<file path="src/rtl/nvdla_qch_pkg.sv">
// Shared state encoding and output decode helpers for the NVDLA Q-Channel initiator.
package nvdla_qch_pkg;

  typedef enum logic [2:0] {
    RUN     = 3'd0,
    REQUEST = 3'd1,
    STOPPED = 3'd2,
    EXIT    = 3'd3,
    DENIED  = 3'd4
  } q_state_e;

  // qreqn is active-low: it is high only in states that are not asking for quiescence
  function automatic logic qreqn_for(input q_state_e s);
    return (s == RUN) || (s == EXIT) || (s == DENIED);
  endfunction

  function automatic logic clk_en_for(input q_state_e s);
    return s != STOPPED;
  endfunction

endpackage

</file>
<file path="src/rtl/nvdla_qch_idle_cnt.sv">
// Saturating up-counter with synchronous clear and a compare-to-threshold flag.
module nvdla_qch_idle_cnt
  import nvdla_qch_pkg::*;
#(
  parameter int unsigned W = 16
) (
  input  logic         nvdla_core_clk,
  input  logic         nvdla_core_rstn,
  input  logic         clr,
  input  logic         inc,
  input  logic [W-1:0] thresh,
  output logic         hit
);

  logic [W-1:0] cnt;

  always_ff @(posedge nvdla_core_clk) begin
    if (!nvdla_core_rstn) begin
      cnt <= '0;
    end else if (clr) begin
      cnt <= '0;
    end else if (inc && (cnt != '1)) begin
      cnt <= cnt + W'(1);
    end
  end

  assign hit = (cnt >= thresh);

endmodule

</file>
<file path="src/rtl/nvdla_qchannel_ctrl.sv">
// Q-Channel initiator: requests device quiescence on idle/force, wakes on activity,
// drives the device clock-gate enable and flags handshake protocol violations.
module nvdla_qchannel_ctrl
  import nvdla_qch_pkg::*;
#(
  parameter int unsigned IDLE_W  = 16,
  parameter int unsigned BACKOFF = 8,
  parameter int unsigned DENY_W  = 8
) (
  input  logic              nvdla_core_clk,
  input  logic              nvdla_core_rstn,
  input  logic              activity,
  input  logic              wake_req,
  input  logic              sleep_en,
  input  logic              force_stop,
  input  logic [IDLE_W-1:0] idle_thresh,
  output logic              qreqn,
  input  logic              qacceptn,
  input  logic              qdeny,
  output logic              clk_en,
  output logic [2:0]        q_state,
  output logic [DENY_W-1:0] deny_cnt,
  output logic              proto_err
);

  localparam int unsigned BO_W = (BACKOFF > 1) ? $clog2(BACKOFF) : 1;
  localparam logic [BO_W-1:0] BO_THRESH = BO_W'(BACKOFF - 1);

  q_state_e state;
  q_state_e nxt;
  logic     idle_inc, idle_clr, idle_hit;
  logic     bo_inc, bo_clr, bo_hit;
  logic     sleep_due, proto_viol;

  always_comb begin
    idle_inc = (state == RUN) && sleep_en && !activity;
    idle_clr = !idle_inc;
    bo_inc   = (state == DENIED) && !qdeny;
    bo_clr   = !bo_inc;
  end

  nvdla_qch_idle_cnt #(.W(IDLE_W)) u_idle_cnt (
    .nvdla_core_clk  (nvdla_core_clk),
    .nvdla_core_rstn (nvdla_core_rstn),
    .clr             (idle_clr),
    .inc             (idle_inc),
    .thresh          (idle_thresh),
    .hit             (idle_hit)
  );

  // Backoff reuses the idle counter; BACKOFF-1 threshold gives RUN on the BACKOFF-th quiet edge
  nvdla_qch_idle_cnt #(.W(BO_W)) u_backoff_cnt (
    .nvdla_core_clk  (nvdla_core_clk),
    .nvdla_core_rstn (nvdla_core_rstn),
    .clr             (bo_clr),
    .inc             (bo_inc),
    .thresh          (BO_THRESH),
    .hit             (bo_hit)
  );

  always_comb begin
    sleep_due = force_stop || (sleep_en && (idle_thresh != '0) && idle_hit);
    nxt = state;
    case (state)
      RUN:     if (!wake_req && !activity && sleep_due) nxt = REQUEST;
      REQUEST: begin
        if (!qacceptn)  nxt = STOPPED;
        else if (qdeny) nxt = DENIED;
      end
      STOPPED: if (wake_req || activity) nxt = EXIT;
      EXIT:    if (qacceptn) nxt = RUN;
      DENIED:  if (!qdeny && bo_hit) nxt = RUN;
      default: nxt = STOPPED;
    endcase
  end

  always_comb begin
    proto_viol = ((state == RUN) && !qacceptn)
              || (((state == RUN) || (state == STOPPED)) && qdeny)
              || ((state == STOPPED) && qacceptn)
              || ((state == REQUEST) && !qacceptn && qdeny);
  end

  always_ff @(posedge nvdla_core_clk) begin
    if (!nvdla_core_rstn) begin
      state     <= STOPPED;
      qreqn     <= 1'b0;
      clk_en    <= 1'b1;
      deny_cnt  <= '0;
      proto_err <= 1'b0;
    end else begin
      state  <= nxt;
      qreqn  <= qreqn_for(nxt);
      clk_en <= clk_en_for(nxt);
      if ((state == REQUEST) && qacceptn && qdeny && (deny_cnt != '1)) begin
        deny_cnt <= deny_cnt + DENY_W'(1);
      end
      if (proto_viol) begin
        proto_err <= 1'b1;
      end
    end
  end

  assign q_state = state;

endmodule

</file>
<file path="config.mk">
export PLATFORM = sky130hd
export DESIGN_NAME = nvdla_qchannel_ctrl
export DESIGN_NICKNAME = d
export VERILOG_FILES = /design/src/rtl/nvdla_qch_pkg.sv /design/src/rtl/nvdla_qch_idle_cnt.sv /design/src/rtl/nvdla_qchannel_ctrl.sv
export SDC_FILE = /design/constraint.sdc
export NUM_CORES = 1
export LEC_CHECK = 0
export CORE_UTILIZATION = 52
export CTS_CLUSTER_SIZE = 28
export DETAILED_ROUTE_END_ITERATION = 10
export GPL_TIMING_DRIVEN = 1
export PLACE_DENSITY = 0.85
export SLEW_MARGIN = 20
export SYNTH_ARGS = -nofsm -noshare
export SYNTH_HDL_FRONTEND = slang
export SYNTH_SLANG_ARGS = --single-unit
</file>
<file path="constraint.sdc">
create_clock -name nvdla_core_clk -period 2.3 [get_ports nvdla_core_clk]
set_clock_uncertainty 0.1 [all_clocks]
set_input_delay 0.23 -clock nvdla_core_clk [delete_from_list [all_inputs] [get_ports nvdla_core_clk]]
set_output_delay 0.23 -clock nvdla_core_clk [all_outputs]
set_load 0.01 [all_outputs]
</file>
==> impl_summary.log <==
[metrics] status: finished, final reports clean
[metrics] most area-consuming cells after synthesis: dfxtp_1, ha_1, xnor2_1, nor2_1, inv_1
[metrics] initial antenna violation count: 0
[metrics] net count of the finished layout: 334
[metrics] y dimension of the die: 65.4 um
[metrics] async set or reset register ratio after synthesis: 0%
[metrics] data arrival time of the critical path: around 2 ns
[metrics] starting density of the core: around 56%
[metrics] root buf cell: clkbuf_8
[metrics] count of cell types in the netlist: between 40 and 50
[metrics] cells resized by post-CTS repair: 0
[metrics] global-route wire length before repair: 8030 um
[metrics] layout-stage area growth over the synthesis result: 25.0%
[metrics] reg-to-reg startpoint: u_idle_cnt.cnt[0]$_SDFFE_PN0P_
[metrics] GR Overflow Total: 0
[metrics] CTS sink count: 33
[metrics] net count of the mapped netlist: between 200 and 300
[metrics] Port Buf Inserts: 37
[metrics] Setup-failing EPs final: 0
[metrics] count of inserted antenna diode cells: 0
[metrics] Routed met2 length: roughly 2100 um
[metrics] Post-Synthesis Cells: around 250
[metrics] part of the cycle the worst path needs: a little under 90%
[metrics] core occupancy in the finished layout: a little over two thirds
[metrics] number of warnings printed during yosys synthesis: 0
[metrics] Hold Crit Class: reg -> reg
[metrics] overall die area: 4280 um2
[metrics] met1 routed wirelength after detailed routing: about 2200 um
[metrics] first element of the critical path: u_idle_cnt.cnt[0]$_SDFFE_PN0P_
[metrics] buffers inserted by post-CTS timing repair: 0
[metrics] startpoint class of the critical path: flop
[metrics] Post-Synthesis Cell Area: ~2100 um2
[metrics] share of the synthesized area in the top cell type: a little under a third
[metrics] mean instance size in the synthesized netlist: roughly 8.5 um2
[metrics] placed instance area: around 2500 um2
[metrics] Final GP Congestion: a little under 0.9
[metrics] number of enable flip-flop cells after synthesis: 0
[metrics] register-to-register path setup slack: 0.31 ns
[metrics] Power Density: 445 nW/um2
[metrics] min cycle time layout: approximately 2 ns
[metrics] maximum frequency from static timing analysis: ~0.5 GHz
[metrics] buffer depth of the longest clock path: 2
[metrics] last element of the critical path: q_state[0]$_SDFF_PN0_
[metrics] post-detailed-route via-to-cell ratio: roughly 5.6
[metrics] depth of the worst register-to-register path: 7
[metrics] hpwl dp: 3610 um
[metrics] Tot GR Track Use: ~24%
[metrics] biggest area consumer among synthesized cells: dfxtp_1
[metrics] met3 wire len: 293 um
[metrics] fraction of final layout cells with drive strength greater than 1: under 10%
[metrics] number of buffers inserted during clock tree synthesis: 5
[metrics] die outline width: 65.4 um
[metrics] worst reg2reg path endpoint: q_state[0]$_SDFF_PN0_
[metrics] Setup Total Neg Slack: 0 ns
[metrics] worst supply voltage drop on vdd: between 300 and 400 uV
[metrics] post-synthesis register bit count: 33
[metrics] total power draw: about 1200 uW
[metrics] Setup CP Type: reg -> reg
[metrics] Final Hold Violating Endpoints: 0
[metrics] critical path fanouts, max: 4
[metrics] routed via count: 1906
[metrics] prevailing post-synth register cell: dfxtp_1
[metrics] cell area after layout: between 2000 and 3000 um2
[metrics] TritonCTS clock tree: done
[metrics] violation count after the first detailed-routing iteration: about 120
[metrics] leakage power figure: approximately 0.001 uW
[metrics] number of optimization iterations in the first detailed-route pass: 4
[metrics] boundary pin count: 38
[metrics] clock latency on the worst-skew pair: just under 0.3 ns
[metrics] count of placed standard cells in the final layout, fillers left out: between 300 and 400
[metrics] hold buffer count at CTS: 0
[metrics] largest net degree at the start of global routing: 14
[metrics] Site Rows: 22
[metrics] H-tree levels: 2
[metrics] sort of element at the end of the critical path: flop
[metrics] max-cap viol count: 0
[metrics] Std-Cell Core Area: around 3800 um2
[metrics] Pins Over Slew Limit: 0
[metrics] slew at the pin closest to its max-slew limit: just over 0.5 ns
[metrics] Cell Count Post-Placement: approximately 330
[metrics] sequential share of the synthesized area: a little under a third
[metrics] antenna viol nets, final: 0
[metrics] Clock transition at path regs: ~0.070 ns
[metrics] remaining max-slew budget at the tightest pin: between 60 and 70%
[metrics] drc violations: 0
[metrics] required arrival time at the worst endpoint: roughly 2.4 ns
[metrics] count of filler cells inserted in the layout: around 310
[metrics] vias in the first global route: 1825
[metrics] Max Used Layer: met4
[metrics] Wirelength per Cell: between 10 and 15 um
[metrics] Total Routed Length: approximately 4600 um
[metrics] setup repair after global routing missed its margin: false
-- worst min-delay path by stage --
stage / to / cells after the start / from
CTS: proto_err$_SDFFE_PN0P_ / 2 / proto_err$_SDFFE_PN0P_
global placement: proto_err$_SDFFE_PN0P_ / 2 / proto_err$_SDFFE_PN0P_
finish: proto_err$_SDFFE_PN0P_ / 2 / proto_err$_SDFFE_PN0P_
floorplan: q_state[2]$_SDFF_PN0_ / 2 / qdeny
detailed placement: proto_err$_SDFFE_PN0P_ / 2 / proto_err$_SDFFE_PN0P_
global route: proto_err$_SDFFE_PN0P_ / 2 / proto_err$_SDFFE_PN0P_
-- report_power, final --
part	leakage, uW	internal, uW	switching, uW
Combinational	0.000698	80.1	61.9
Clock	0.0000439	209	222
Sequential	0.000267	582	8.92
-- cell families after synthesis --
group	after synthesis	synth area share [%]
buf+inv	31	5.98
xor+xnor	18	7.53
flops	33	31.6
compound gates	41	14.5
fa+ha+maj	20	12.0
mux	4	1.91
simple gates	99	26.5
-- per-stage QoR --
stage / worst slack [ns] / hold slack, ns
after floorplan: 0.494 / 0.292
after global placement: 0.129 / 0.353
after detailed placement: 0.0937 / 0.354
after CTS: 0.317 / 0.373
after global routing: 0.206 / 0.395
final: 0.308 / 0.371
-- sequential cells by signal, indices dropped and copies added (netlist names) --
name and count:
u_backoff_cnt.cnt 3, proto_err 1, qreqn 1, q_state 3, deny_cnt 8, u_idle_cnt.cnt 16
clk_en 1
-- synthesized netlist by cell type, types with 2 or more instances --
cell type / instances
dfxtp_1: 33
a21oi_1: 14
nand4b_1: 2
o21ai_0: 5
nor2_2: 2
nor4_1: 7
a31oi_1: 3
mux2i_1: 4
xor2_1: 2
a21o_1: 3
a211oi_1: 3
inv_1: 27
a2111oi_2: 3
xnor2_1: 16
nor2_1: 32
nand4_1: 8
ha_1: 20
nor3_1: 6
nand3_1: 13
clkbuf_1: 2
nand2_1: 12
and2_1: 2
-- critical path: stages, from the launching register on --
cell,delay (ns)
dfxtp_1,0.37
inv_1,0.09
ha_1,0.27
nand2b_1,0.14
a2111o_1,0.39
a32oi_1,0.26
a21o_1,0.18
a21oi_1,0.06
-- cell type report --
class,instances,area (um2),share of cell area [%]
inverter,27,101,3.87
clock buffer,5,68.8,2.63
multi-input combinational,182,1310,50.0
tap,48,60.1,2.30
clock inverter,3,17.5,0.670
timing repair buffer,41,400,15.3
sequential,33,661,25.3
-- placed cells by master (no fill, tap or decap), drive strengths merged, types with 2 or more instances in the layout --
cell	synthesis	layout
clkdlybuf4s50	0	37
nor2	34	34
dfxtp	33	33
inv	27	27
ha	20	20
xnor2	16	16
a21oi	14	14
nand3	13	13
nand2	12	12
nand4	10	10
nor4	8	8
nor3	6	6
o21ai	5	5
clkbuf	2	5
a2111oi	5	5
mux2i	4	4
buf	2	4
a211oi	4	4
a21o	3	3
a31oi	3	3
and2	3	3
nand4b	2	2
xor2	2	2
clkinv	0	2
and3	2	2
and4	2	2
-- per-layer routing --
metal,track usage [%],up-vias
met2,38.5,57
li1,-,969
met1,32.3,874
met3,4.34,6
met4,9.51,0
met5,0,-
Note: power is estimated with default switching activity, not from simulation.
